[src/rtl/sar_search_controller_pkg.sv]
// Shared encodings and default sizes for the SAR search controller.
// Imported by the controller RTL and by its bench.
package sar_search_controller_pkg;

    localparam int SAR_WIDTH = 4;
    localparam int SAR_CNT_W = 3;

    typedef enum logic [1:0] {
        ST_IDLE  = 2'd0,
        ST_TRIAL = 2'd1,
        ST_DONE  = 2'd2
    } sar_state_t;

endpackage

[src/rtl/sar_search_controller.sv]
// Successive-approximation search against an external magnitude comparator.
// Resolves one operand bit per cycle, MSB first, stopping early on equality.
module sar_search_controller
    import sar_search_controller_pkg::*;
#(
    parameter int WIDTH = SAR_WIDTH,
    parameter int CNT_W = SAR_CNT_W
) (
    input  logic             clk,
    input  logic             rst_n,
    input  logic             start,
    input  logic             cmp_gt,
    input  logic             cmp_eq,
    output logic [WIDTH-1:0] probe,
    output logic             busy,
    output logic             done,
    output logic [WIDTH-1:0] result,
    output logic [CNT_W-1:0] n_cmp,
    output logic             err
);

    localparam int IDX_W = (WIDTH > 2) ? $clog2(WIDTH) : 1;
    localparam logic [IDX_W-1:0] IDX_TOP = IDX_W'(WIDTH - 1);
    localparam logic [WIDTH-1:0] ONE     = WIDTH'(1);
    localparam logic [WIDTH-1:0] MSB     = ONE << (WIDTH - 1);

    sar_state_t       state;
    sar_state_t       state_n;
    logic [WIDTH-1:0] acc;
    logic [WIDTH-1:0] acc_n;
    logic [WIDTH-1:0] mask_n;
    logic [IDX_W-1:0] idx;
    logic [CNT_W-1:0] cnt;
    logic             last;

    // Trial bit is kept when the probe was not above the target.
    always_comb begin
        acc_n  = cmp_gt ? acc : probe;
        mask_n = ONE << (idx - 1'b1);
        last   = cmp_eq || (idx == '0);
    end

    // State register.
    always_ff @(posedge clk or negedge rst_n) begin
        if (!rst_n) begin
            state <= ST_IDLE;
        end else begin
            state <= state_n;
        end
    end

    // Next-state and status outputs.
    always_comb begin
        state_n = state;
        busy    = 1'b0;
        done    = 1'b0;
        unique case (state)
            ST_IDLE: begin
                if (start) state_n = ST_TRIAL;
            end
            ST_TRIAL: begin
                busy = 1'b1;
                if (last) state_n = ST_DONE;
            end
            ST_DONE: begin
                busy    = 1'b1;
                done    = 1'b1;
                state_n = ST_IDLE;
            end
            default: state_n = ST_IDLE;
        endcase
    end

    // Probe/accumulator datapath and result capture.
    always_ff @(posedge clk or negedge rst_n) begin
        if (!rst_n) begin
            probe  <= '0;
            acc    <= '0;
            idx    <= '0;
            cnt    <= '0;
            result <= '0;
            n_cmp  <= '0;
            err    <= 1'b0;
        end else if (state == ST_IDLE) begin
            if (start) begin
                probe <= MSB;
                acc   <= '0;
                idx   <= IDX_TOP;
                cnt   <= '0;
                err   <= 1'b0;
            end
        end else if (state == ST_TRIAL) begin
            cnt <= cnt + 1'b1;
            if (cmp_gt && cmp_eq) err <= 1'b1;
            if (cmp_eq) begin
                result <= probe;
                n_cmp  <= cnt + 1'b1;
            end else if (idx == '0) begin
                result <= acc_n;
                n_cmp  <= cnt + 1'b1;
            end else begin
                acc   <= acc_n;
                probe <= acc_n | mask_n;
                idx   <= idx - 1'b1;
            end
        end
    end

endmodule

[config.mk]
export PLATFORM = sky130hd
export DESIGN_NAME = sar_search_controller
export DESIGN_NICKNAME = d
export VERILOG_FILES = /design/src/rtl/sar_search_controller_pkg.sv /design/src/rtl/sar_search_controller.sv
export SDC_FILE = /design/constraint.sdc
export NUM_CORES = 1
export LEC_CHECK = 0
export ABC_AREA = 1
export CORE_ASPECT_RATIO = 0.9
export CORE_UTILIZATION = 40
export CTS_BUF_LIST = sky130_fd_sc_hd__clkbuf_16
export DETAILED_ROUTE_END_ITERATION = 8
export HOLD_SLACK_MARGIN = 0.1
export PLACE_DENSITY = 0.69
export SETUP_SLACK_MARGIN = 0.02
export SYNTH_ARGS = -nofsm -noshare
export SYNTH_HDL_FRONTEND = slang
export SYNTH_SLANG_ARGS = --single-unit
[constraint.sdc]
create_clock -name clk -period 3.5 [get_ports clk]
set_input_delay 0.875 -clock clk [delete_from_list [all_inputs] [get_ports clk]]
set_output_delay 0.875 -clock clk [all_outputs]
set_load 0.1 [all_outputs]
==> results of run 1 <==
[through the flow]
stage	std cells	setup WS, ns	instance area [sq um]	hold slack (ns)
detailed placement	216	1.26	1460	0.475
CTS	220	1.32	1540	0.490
finish	220	1.32	1540	0.489
global placement	216	1.36	1460	0.471
global route	220	1.26	1540	0.521
floorplan	158	1.37	1270	0.457
[state kept, by name, indices dropped and copies added (netlist names)]
name    flops
acc         4
probe       4
result      4
cnt         3
n_cmp       3
idx         2
state       2
err         1
[kinds of logic after synthesis]
kind of cell             after synthesis  synth area share, %
buffers and inverters                 25                 8.00
XOR/XNOR                               1                0.692
AO/OA/AOI/OAI                         16                 6.32
adder cells (fa/ha/maj)                9                 8.89
AND/OR/NAND/NOR                       84                 30.6
flip-flops                            23                 45.5
[routing by layer]
layer / up-vias / GRT usage [%]
met5: - / 0
met4: 0 / 1.95
met3: 2 / 4.92
met2: 17 / 27.3
met1: 503 / 24.0
li1: 531 / -
[final cells by class]
cell class	count	share of cell area, %
clock buffers	3	4.88
multi-input cells	110	38.3
inverters	24	5.86
flip-flops and latches	23	37.4
well taps	40	3.25
clock inverters	1	0.325
repair buffers	19	9.93
[worst max-delay path, delay by kind of cell, from the launching register on]
family,cells,cell delay (ns)
flops,1,0.39
fa+ha+maj,1,0.28
buf+inv,2,0.37
[cells in the final DEF (no fill, tap or decap)]
cell type / Yosys / layout
clkinv_2: 0 / 1
nor2_8: 1 / 1
ha_1: 9 / 9
nor2_1: 4 / 4
xor2_1: 1 / 1
buf_4: 0 / 15
clkbuf_16: 0 / 3
inv_2: 5 / 5
clkdlybuf4s50_1: 0 / 4
o21ai_1: 6 / 6
nand2_4: 2 / 2
nand2_1: 63 / 63
nand4_1: 1 / 1
nand2_2: 2 / 2
inv_1: 19 / 19
o21ai_0: 10 / 10
dfrtp_1: 23 / 23
nand3_1: 7 / 7
nand3_2: 4 / 4
[final timing paths]
check | startpoint | to | slack, ns | cells past startpoint
worst max-delay path | state[1] | busy | 1.32 | 3
worst min-delay path | n_cmp[1] | n_cmp[1] | 0.49 | 2
worst max register to register | state[1] | idx[1] | 1.87 | 8
worst min register to register | n_cmp[1] | n_cmp[1] | 0.49 | 2
max in group asynchronous | rst_n | result[3] | 2.30 | 2
min in group asynchronous | rst_n | acc[3] | 0.97 | 2
==> metrics.md, run 1 <==
| Metric | Value |
|---|---|
| Run status | `finished clean` |
| Placer congestion estimate | `0.790` |
| DIE WIDTH | `61.3 microns` |
| Register area share after synthesis | `45.5%` |
| Yosys reg bits | `23` |
| Fin. max-slew vios | `0` |
| Cell count after synthesis | `158` |
| Inserted Clock Buffers | `3` |
| Highest routed layer | `met4` |
| Post-layout util | `a little over half` |
| Clock Root Buffer | `clkbuf_16` |
| Filler cells | `307` |
| Total global-route track usage | `17.3%` |
| Row cnt | `18` |
| Via/cell ratio | `roughly 4.8` |
| WP data arrival | `1.30 ns` |
| DRC | `0` |
| Synthesized cell area | `1270 sq um` |
| Yosys warns | `0` |
| Initial drt markers | `35` |
| Final setup vio count | `0` |
| WS Path Type | `flip-flop to primary output` |
| Initial antenna violation count | `0` |
| Worst skew pair latency | `0.26 ns` |
| Port bufs | `18` |
| Pre-Repair DR Iteration Count | `4` |
| Slowest cell on the critical path | `dfrtp_1` |
| Met3 wire len | `90 microns` |
| Ant diodes | `0` |
| Mean Syn Cell Area | `8.01 sq um` |
| Synth top cells by count | `nand2_1 (63), dfrtp_1 (23), inv_1 (19)` |
| DR vias | `1,053` |
| CP peak stage delay | `a little under 0.4 ns` |
| Hold Fails Final Rpt | `0` |
| Sink Count | `23` |
| Core box area | `2880 sq um` |
| Min Clock Period, post-route | `2.18 ns` |
| Relative slew slack | `between 70% and 80%` |
| Final Cycle Share | `~62%` |
| Layout area overhead | `21.4%` |
| Unrepaired setup endpoints after global routing | `false` |
| Global route overflow | `0` |
| Met2 wire len | `1230 microns` |
| Startpoint types | `flip-flop` |
| Final nets | `195` |
| Yosys top cell by area | `dfrtp_1` |
| Clk slew on worst S/H paths | `0.06 ns` |
| Layout Skew | `around 0.0032 ns` |
| Slew @ Worst Pin | `0.331 ns` |
| Share of layout cells above drive strength 1 | `18.3%` |
| Post-synth EDFFs | `0` |
| CTS-repair resized insts | `0` |
| ANT nets after route | `0` |
| # IOs | `19` |
| Initial Util | `43.9%` |
| Top-count cell post-synth | `nand2_1` |
| Chip height | `between 50 and 60 microns` |
| CP required | `2.62 ns` |
| First-pass GRT wire length | `4480 microns` |
| Drt wl/cell | `11.8 microns` |
| Distinct cells, synth | `16` |
| H-tree levels | `1` |
| Post-CTS setup buffers | `0` |
| Critical-path cell list | `inv_1, ha_1, buf_4` |
| Top FF cell, synth | `dfrtp_1` |
| M1 WL | `1270 microns` |
| Routed WL | `roughly 2600 microns` |
| Largest net degree at the start of global routing | `24` |
| Max Clock Freq | `about 0.46 GHz` |
| Post-DP HPWL | `2000 microns` |
| Synth area leaders | `dfrtp_1 (45%), nand2_1 (19%), ha_1 (8.9%)` |
| Clk buf depth | `2` |
| CP Capture Type | `primary output` |
| Worst hold path class | `flip-flop to flip-flop` |
| Yosys top cell area share | `~45%` |
| Multi-input logic area | `589 sq um` |
| CP max FO | `3` |
| Register area | `576 sq um` |
| Mapped Nets | `172` |
| Setup TNS | `0 ns` |
| TritonCTS clock tree | `built` |
| Number of global-route vias before repair | `999` |
| MaxCap Viol Count | `0` |
| Post-CTS Hold Buffers | `0` |
| Die area | `3390 sq um` |
| Async SR Flop Fraction | `100%` |
Power of run 1 is not shown: default switching activity piles up to over one toggle a cycle in this logic, so the estimate is an artifact.
==> inputs of run 2 (changes only) <==
PLACE_DENSITY = 0.71   (was 0.69)
clock period = 1.8 ns   (was 3.5 ns; I/O delays follow)
==> run 2 against run 1 <==
  * Final area up 12%
  * Hold slack better by 0.013 ns
  * Critical endpoint unchanged
  * Sequential share of layout area down 4.0 points
  * Count of clock-buffer cells in the layout unchanged
  * Die area unchanged
  * Register-to-register slack worse by 1.6 ns
  * Clock skew down 0.00087 ns
  * Flip-flop and latch count unchanged
==> metrics.md, run 2 (same netlist as run 1, synthesis figures left out) <==
| Metric | Value |
|---|---|
| Run status | `finished clean` |
| Ant diodes | `0 (unchanged)` |
| Highest routed layer | `met4` |
| WS Path Type | `flip-flop to primary output` |
| CTS-repair resized insts | `0 (unchanged)` |
| TritonCTS clock tree | `built` |
| Post-CTS Hold Buffers | `0 (unchanged)` |
| Min Clock Period, post-route | `1.70 ns` |
| Most frequent cells in the layout | `nand2_1 (63), dfrtp_1 (23), inv_1 (20)` |
| Reg2Reg Depth | `8 (unchanged)` |
| Drt wl/cell | `11.8 microns (-0.45%)` |
| Total global-route track usage | `17.7% (+0.37 points)` |
| Layout area overhead | `36.0%` |
| Commonest non-fill, non-tap cell in the layout | `nand2_1` |
| DRC | `0 (unchanged)` |
| Inserted Clock Buffers | `3 (unchanged)` |
| CP Capture Type | `primary output` |
| Chip height | `55.4 microns (unchanged)` |
| Fin. max-slew vios | `0 (unchanged)` |
| Final setup vio count | `0 (unchanged)` |
| Worst skew pair latency | `0.26 ns (about the same)` |
| Initial Util | `43.9% (unchanged)` |
| Placer congestion estimate | `0.943 (+19%)` |
| Pre-Repair DR Iteration Count | `4 (unchanged)` |
| CP max FO | `3 (unchanged)` |
| # IOs | `19 (unchanged)` |
| First-pass GRT wire length | `4530 microns (+1.1%)` |
| Clock Root Buffer | `clkbuf_16` |
| H-tree levels | `1 (unchanged)` |
| DR vias | `1,087 (+3.2%)` |
| Final nets | `196 (+0.51%)` |
| Port bufs | `18 (unchanged)` |
| Core box area | `2880 sq um (unchanged)` |
| Unrepaired setup endpoints after global routing | `false` |
| MaxCap Viol Count | `0 (unchanged)` |
| Share of layout cells above drive strength 1 | `18.8% (+0.45 points)` |
| CP required | `1.35 ns (-1.27 ns)` |
| Relative slew slack | `76.2% (-1.5 points)` |
| Biggest registers after layout | `acc (4), probe (4), result (4)` |
| Initial antenna violation count | `0 (unchanged)` |
| Worst Hold Depth | `2 (unchanged)` |
| Largest net degree at the start of global routing | `24 (unchanged)` |
| Post-DP HPWL | `1950 microns (-2.6%)` |
| Die area | `3390 sq um (unchanged)` |
| Startpoint types | `flip-flop` |
| Dpl ws | `0.0617 ns (-1.19 ns)` |
| Initial drt markers | `33 (-5.7%)` |
| Global route overflow | `0 (unchanged)` |
| Row cnt | `18 (unchanged)` |
| Met3 wire len | `100 microns (+11%)` |
| Clk slew on worst S/H paths | `0.06 ns (about the same)` |
| Slew @ Worst Pin | `0.353 ns (+0.0215 ns)` |
| M1 WL | `1170 microns (-8.0%)` |
| Routed WL | `2600 microns (unchanged)` |
| Clk buf depth | `2 (unchanged)` |
| Hold Fails Final Rpt | `0 (unchanged)` |
| Sink Count | `23 (unchanged)` |
| Via/cell ratio | `4.92 (+2.8%)` |
| Final Cycle Share | `94.6%` |
| Max Clock Freq | `0.587 GHz` |
| ANT nets after route | `0 (unchanged)` |
| Layout Skew | `0.00232 ns (-0.000872 ns)` |
| Met2 wire len | `1290 microns (+4.5%)` |
| WP data arrival | `1.25 ns (-0.05 ns)` |
| Setup slack after layout | `0.0973 ns (-1.22 ns)` |
| Number of global-route vias before repair | `1,054 (+5.5%)` |
| DIE WIDTH | `61.3 microns (unchanged)` |
| Post-CTS setup buffers | `0 (unchanged)` |
| Setup TNS | `0 ns (unchanged)` |
| Worst hold path class | `flip-flop to flip-flop` |
==> run 2: cell count changes in the layout (fill, tap and decap cells not counted) <==
cell	delta
buf_12	+14
ha_1	-1
buf_4	-13
clkinv_2	-1
inv_1	+1
ha_2	+1
==> run 2: worst paths after layout <==
check,from,end,slack [ns]
setup reg to reg,state[0],idx[1],0.25
max in group asynchronous,rst_n,err,1.02
min in group asynchronous,rst_n,n_cmp[0],0.55
setup / recovery,state[0],busy,0.1
hold reg to reg,cnt[2],cnt[2],0.50
hold / removal,cnt[2],cnt[2],0.50
==> run 2: area by class of cell <==
type,count,area [sq um]
Clock inverter,1,3.75
Sequential cell,23,576
Tap cell,40,50.0
Timing Repair Buffer,20,335
Clock buffer,3,75.1
Inverter,24,90.1
Multi-Input combinational cell,110,592
Fill cell,256,1160
==> run 2: through the flow <==
stage                     area [sq um]  util, %  instances  hold slack (ns)
after floorplan                   1270        -        158            0.154
after global placement            1640     56.9        217            0.476
after detailed placement          1640     56.9        217            0.487
after CTS                         1720     59.6        221            0.502
after global routing              1720     59.7        221            0.519
final                             1720     59.7        221            0.502
==> run 2: routing by layer <==
metal / vias to the layer above / track usage, %
met3: 7 / 3.04
met4: 0 / 8.12
li1: 534 / -
met5: - / 0
met2: 25 / 26.9
met1: 521 / 24.0
==> run 2: worst max-delay path, stage by stage, from the launching register on <==
cell	delay [ns]
dfrtp_1	0.39
inv_1	0.09
ha_1	0.33
buf_12	0.18
Power of run 2 is left out for the same reason.
